<file path="config.mk">
export PLATFORM = sky130hd
export DESIGN_NAME = reg_write_scoreboard
export DESIGN_NICKNAME = d
export VERILOG_FILES = /design/src/rtl/reg_write_scoreboard.sv
export SDC_FILE = /design/constraint.sdc
export NUM_CORES = 1
export LEC_CHECK = 0
export ABC_CLOCK_PERIOD_IN_PS = 26200
export BUFFER_PORTS_ARGS = -buffer_cell sky130_fd_sc_hd__buf_2
export CAP_MARGIN = 5
export CORE_ASPECT_RATIO = 0.5
export CORE_MARGIN = 2
export CORE_UTILIZATION = 55
export CTS_CLUSTER_DIAMETER = 100
export DETAILED_ROUTE_END_ITERATION = 12
export GPL_TIMING_DRIVEN = 0
export PLACE_DENSITY = 0.75
export SLEW_MARGIN = 10
export SYNTH_ARGS = -nofsm -noshare
export SYNTH_HDL_FRONTEND = slang
export SYNTH_SLANG_ARGS = --single-unit
</file>
<file path="constraint.sdc">
create_clock -name clk -period 26.2 [get_ports clk]
set_input_delay 3.93 -clock clk [delete_from_list [all_inputs] [get_ports clk]]
set_output_delay 3.93 -clock clk [all_outputs]
set_load 0.02 [all_outputs]
</file>
<file path="src/rtl/reg_write_scoreboard.sv">
// reg_write_scoreboard: per-register outstanding-write counters that stall issue on RAW or counter-full hazards; ports are issue_*, wb_*, kill_* in and stall/issue_accept/busy_vec/pending_total/err_underflow out
module reg_write_scoreboard #(
    parameter int NUM_REGS = 32,
    parameter int CNT_W    = 2,
    parameter int TOT_W    = 7
) (
    input  logic                        clk,
    input  logic                        reset,
    input  logic                        issue_valid,
    input  logic [$clog2(NUM_REGS)-1:0] issue_rs1,
    input  logic [$clog2(NUM_REGS)-1:0] issue_rs2,
    input  logic                        issue_use_rs1,
    input  logic                        issue_use_rs2,
    input  logic [$clog2(NUM_REGS)-1:0] issue_rd,
    input  logic                        issue_reg_write,
    input  logic                        wb_valid,
    input  logic [$clog2(NUM_REGS)-1:0] wb_rd,
    input  logic                        kill_valid,
    input  logic [$clog2(NUM_REGS)-1:0] kill_rd,
    output logic                        stall,
    output logic                        issue_accept,
    output logic [NUM_REGS-1:0]         busy_vec,
    output logic [TOT_W-1:0]            pending_total,
    output logic                        err_underflow
);
    localparam int AW = $clog2(NUM_REGS);
    localparam int XW = CNT_W + 2;
    logic [CNT_W-1:0] cnt [NUM_REGS];
    logic [CNT_W-1:0] nxt [NUM_REGS];
    logic [XW-1:0] cx [NUM_REGS];
    logic [XW-1:0] rx [NUM_REGS];
    logic [NUM_REGS-1:0] under, inc, busy_n;
    logic [TOT_W-1:0] tot_n;
    logic busy1, busy2, full;
    for (genvar i = 0; i < NUM_REGS; i++) begin : g_reg
        assign cx[i] = XW'(cnt[i]);
        assign rx[i] = (i == 0) ? '0 : XW'(wb_valid && wb_rd == AW'(i)) + XW'(kill_valid && kill_rd == AW'(i));
        assign under[i] = rx[i] > cx[i];
        assign inc[i] = issue_accept && issue_reg_write && issue_rd == AW'(i) && i != 0;
        assign nxt[i] = CNT_W'(cx[i] - (under[i] ? cx[i] : rx[i]) + XW'(inc[i]));
    end
    assign busy1 = issue_use_rs1 && issue_rs1 != '0 && cx[issue_rs1] > rx[issue_rs1];
    assign busy2 = issue_use_rs2 && issue_rs2 != '0 && cx[issue_rs2] > rx[issue_rs2];
    assign full = issue_reg_write && issue_rd != '0 && cx[issue_rd] == XW'(2 ** CNT_W - 1) + rx[issue_rd];
    assign stall = issue_valid && (busy1 || busy2 || full);
    assign issue_accept = issue_valid && !stall;
    always_comb begin
        tot_n = '0;
        busy_n = '0;
        for (int k = 0; k < NUM_REGS; k++) begin
            tot_n = tot_n + TOT_W'(nxt[k]);
            busy_n[k] = |nxt[k];
        end
    end
    always_ff @(posedge clk or negedge reset) begin
        if (!reset) begin
            cnt <= '{default: '0};
            busy_vec <= '0;
            pending_total <= '0;
            err_underflow <= 1'b0;
        end else begin
            cnt <= nxt;
            busy_vec <= busy_n;
            pending_total <= tot_n;
            err_underflow <= err_underflow || |under;
        end
    end
endmodule

</file>
Word-level counts from Yosys, hierarchy flattened
Index checks and enable logic that the tools add are counted.
{ "word_totals": {"reg_bits": 104, "input_bits": 33, "out_inout_bits": 42} }
{ "op_classes": {"addsub": 126, "order_cmp": 37, "n_eq_ne": 94, "mux": 50, "bitwise_logic": 3, "reduce_logical": 142} }
{ "op_table": {"columns": ["cell", "count"], "rows": [
  ["$eq 5x5->1 const B", 48],
  ["$add 7x2->7", 26],
  ["$bmux 4 s5", 6],
  ["$eq 5x4->1 const B", 24],
  ["$logic_and 1x1->1", 102],
  ["$mux 2", 32],
  ["$reduce_or 2->1", 32],
  ["$sub 2x2->2", 32],
  ["$add 1x1->2", 31],
  ["$add 2x2->2", 31],
  ["$gt 2x2->1", 31],
  ["$eq 5x3->1 const B", 12],
  ["$mux 4", 12],
  ["$reduce_or 32->1", 1],
  ["$eq 5x2->1 const B", 6],
  ["$ge 6x6->1 const B", 3],
  ["$not 5->6", 3],
  ["$eq 5x1->1 const B", 3],
  ["$reduce_bool 5->1", 3],
  ["$gt 4x4->1", 2],
  ["$add 6x2->7", 1],
  ["$add 5x2->6", 1],
  ["$add 4x2->5", 1],
  ["$add 2x4->4 const A", 1],
  ["other kinds (6)", 8]
]} }

Depth between registers and ports, before layout
{ "depth": {"ltp_word": 47, "mapped_depth": 44, "depth_no_buf": 42} }

Least setup slack after synthesis
OpenSTA, ideal clock, no wires.
{ "synth_timing": {"path_kind": "input -> register", "startpoint": "input port issue_rs1[0]", "endpoint": "register pending_total[5]", "arrival_ns": 12.767, "required_time_ns": 26.077, "setup_slack_ns": 13.311, "cell_stages": 38, "cell_sequence": "clkbuf_1 buf_1 clkbuf_1 mux4_2 mux4_2 mux2_2 ha_1 nor2b_1 o211ai_1 a21oi_1 nor2_1 o41a_4 buf_6 nand4_1 ha_1 inv_1 ha_1 xor2_1 (+2 left out) inv_1 fa_1 inv_1 fa_1 inv_1 fa_1 fa_1 fa_1 inv_1 fa_1 inv_1 ha_1 inv_1 fa_1 inv_1 a21o_1 a21oi_1 xnor2_1"} }
{ "synth_between": {"elab_chain_len": 45, "elab_cells_between_ends": 110, "classes_between": "add/sub: 62; order compare: 1; mux: 6; bitwise: 1; reduce/logical: 40"} }
{ "synth_rtl": {"columns": ["item", "line_no", "text"], "rows": [
  ["from (decl)", "10", "input logic [$clog2(NUM_REGS)-1:0] issue_rs1,"],
  ["$not 5->6 (not written as such)", "42", "assign busy1 = issue_use_rs1 && issue_rs1 != '0 && cx[issue_rs1] > rx[issue_rs1];"],
  ["$bmux 4 s5", "42", null],
  ["$mux 4 (not written as such) (2 in a row)", "42", null],
  ["$gt 4x4->1", "42", null],
  ["$logic_and 1x1->1 *", "42", null],
  ["$logic_or 1x1->1 * (2 in a row)", "45", "assign stall = issue_valid && (busy1 || busy2 || full);"],
  ["$logic_and 1x1->1 *", "45", null],
  ["$logic_not 1->1 *", "46", "assign issue_accept = issue_valid && !stall;"],
  ["(+4 left out)", null, null],
  ["$add 2x2->3", "51", "tot_n = tot_n + TOT_W'(nxt[k]);"],
  ["$add 3x2->4", "51", null],
  ["$add 4x2->5", "51", null],
  ["$add 5x2->6", "51", null],
  ["$add 6x2->7", "51", null],
  ["$add 7x2->7 (25 in a row)", "51", null],
  ["$add 7x2->7 *", "51", null],
  ["via tot_n[5]", "33", "logic [TOT_W-1:0] tot_n;"],
  ["to (signal assigned)", "64", "pending_total <= tot_n;"],
  ["to (decl)", "23", "output logic [TOT_W-1:0] pending_total,"]
]} }
Mark *: on every way through the listed nets, which the timed path passes. The rest lies on a longest branch. The select of a mux whose other input is x is not followed.

==> run summary <==
Fillers - 2,067
Worst Path Arrival - 14.91 ns
CTS tree - yes
NumNets Final - 1,762
Mean Syn Cell Area - 9.50 µm²
Post-synth EDFFs - 0
DP Worst Slack - 11.36 ns
# DRC - 0
most common cell after layout, fill and taps aside - inv_1
cells after synthesis - 1,398
Hold/Removal Path Class - register to register
Syn Std Cell Area - 0.0133 mm²
PostCTS Resize Cnt - 0
register area - 0.00253 mm²
outcome - complete, no violations
first-pass GRT wire length - 71.1 mm
Seq/Total Area, Yosys - 0.190
Die H - 114 µm
global route hottest layer - met1
Core Region - 0.0239 mm²
Tmin final - 14.64 ns
Post-synth ARST share - 1.00
GR Util met1 - 0.555
P&R area growth vs syn - 7.80%
Detail Route Antenna Nets - 0
Min Hold Slack - 0.716 ns
critical path startpoint category - input pin
fin crit share - 0.559
CTS Buffer Depth - 2
Via Count - 11,500
CTS Root Cell - clkbuf_16
clock sinks - 101
total track usage - 0.393
fraction of layout cells with a size suffix above 1 - 0.149
CP Max Fanout - 10
DP Wirelength - 39.9 mm
largest net degree at the start of global routing - 62
Cell variety after synth - 65
WS Path Type - input pin to register
GRT Residual Overflow - 0
multi-input logic area - 0.00944 mm²
RSZ-0062 raised after global routing - no
CP delay by family, top - adder cells
Vias/cell - 6.42
H-tree depth - 3
Clock transition at path regs - 0.08 ns
Layout Utilization - 0.600
drt total wl - 48.4 mm
Worst Tran Pin Value - 1.07 ns
Synth Register Bits - 101
Worst-Skew Late Latency - 0.38 ns
Die ar. - 0.0255 mm²
Post-synth top flop - dfrtp_1
met3 usage - 0.178
Worst Clk Skew - 0.00984 ns
final setup fails - 0
vias in the first global route - 11,300
yosys warns - 0
Initial Util - 0.556
Crit path required time - 26.48 ns
post-CTS setup buffer count - 0
CP max stage cell - buf_1
DRT iter0 DRCs - 1,349
number of antenna violations at the first check in global routing - 2
CP bufs+invs - 11
number of cell rows - 40
Fin Setup TNS - 0 ns
hold_buf cts - 0
Rel. slew slack - 0.287
CP dominant cell by count - fa_1
crit end category - register
commonest cells after routing, fill and taps aside - inv_1 (275), ha_1 (198), dfrtp_1 (101)
final hold violations - 0
Max-cap violations - 0
GPL Wtd Cong - 1.03
Synth Net Count - 1,687
maximum clock frequency - 68.3 MHz
DR WL/cell - 27.0 µm
Num CTS Buffers - 9
max incr delay on CP - 0.82 ns
die width - 224 µm
Final Max Slew Viols - 0
I/O Pins - 75
GRT met2 Usage - 0.552
Worst Slack Setup Final - 11.56 ns
DR pass1 iterations - 6
I/O Buffers - 63
through the flow:
stage	instances	instance area, µm²
floorplan	1398	13300
global placement	1776	14000
detailed placement	1777	14000
CTS	1793	14300
global route	1794	14300
finish	1794	14300
sequential cells by signal (all words and copies together), names as in the netlist:
name and flops:
cnt 62, err_underflow 1, busy_vec 31, pending_total 7
metal layers:
| metal | vias to the layer above | routed length, µm |
|---|---|---|
| met5 | - | 0 |
| met1 | 5775 | 20600 |
| li1 | 4957 | - |
| met3 | 66 | 7440 |
| met4 | 0 | 903 |
| met2 | 724 | 19500 |
final cells by class:
| type | count | area share |
|---|---|---|
| diodes | 1 | 0.000175 |
| plain buffers | 51 | 0.0196 |
| clock buffers | 10 | 0.0167 |
| clock inverters | 6 | 0.00437 |
| inverters | 276 | 0.0724 |
| multi-input cells | 970 | 0.659 |
| flip-flops and latches | 101 | 0.177 |
| well taps | 315 | 0.0275 |
| repair buffers | 64 | 0.0236 |
cells by family (layout without fill, tap and decap cells):
logic type / after synthesis / count (layout) / share of synthesized area
fa+ha+maj: 256 / 256 / 0.274
compound gates: 195 / 195 / 0.0922
simple gates: 333 / 333 / 0.128
other cells: 1 / 2 / 0.000282
buf+inv: 327 / 407 / 0.0991
mux: 118 / 118 / 0.172
flops: 101 / 101 / 0.190
xor+xnor: 67 / 67 / 0.0442
Yosys cell counts (all sizes together) (13+ instances only):
| master | number | area share |
|---|---|---|
| buf | 30 | 0.015 |
| xnor2 | 50 | 0.033 |
| fa | 58 | 0.087 |
| nor3b | 20 | 0.011 |
| nor2b | 22 | 0.010 |
| a32oi | 19 | 0.013 |
| mux4 | 86 | 0.15 |
| inv | 275 | 0.078 |
| nand2b | 21 | 0.0099 |
| nand4 | 25 | 0.012 |
| ha | 198 | 0.19 |
| nor2 | 79 | 0.023 |
| xor2 | 17 | 0.011 |
| dfrtp | 101 | 0.19 |
| clkbuf | 21 | 0.0059 |
| o21ai | 49 | 0.018 |
| mux2 | 13 | 0.011 |
| nand3 | 23 | 0.0087 |
| nand2 | 95 | 0.027 |
| a21oi | 78 | 0.029 |
| mux2i | 19 | 0.014 |
worst paths after layout:
path | end | from | slack, ns | depth (start not counted)
worst min-delay path | cnt[44]$_DFF_PN0_ | cnt[44]$_DFF_PN0_ | 0.72 | 1
min in group asynchronous | pending_total[6]$_DFF_PN0_ | reset | 3.63 | 1
worst max register to register | pending_total[5]$_DFF_PN0_ | cnt[33]$_DFF_PN0_ | 16.60 | 34
worst min register to register | cnt[44]$_DFF_PN0_ | cnt[44]$_DFF_PN0_ | 0.72 | 1
worst max-delay path | pending_total[5]$_DFF_PN0_ | issue_rs1[0] | 11.56 | 37
max in group asynchronous | busy_vec[8]$_DFF_PN0_ | reset | 21.86 | 2
Power is not shown: default switching activity piles up to over one toggle a cycle in this logic, so the estimate is an artifact.
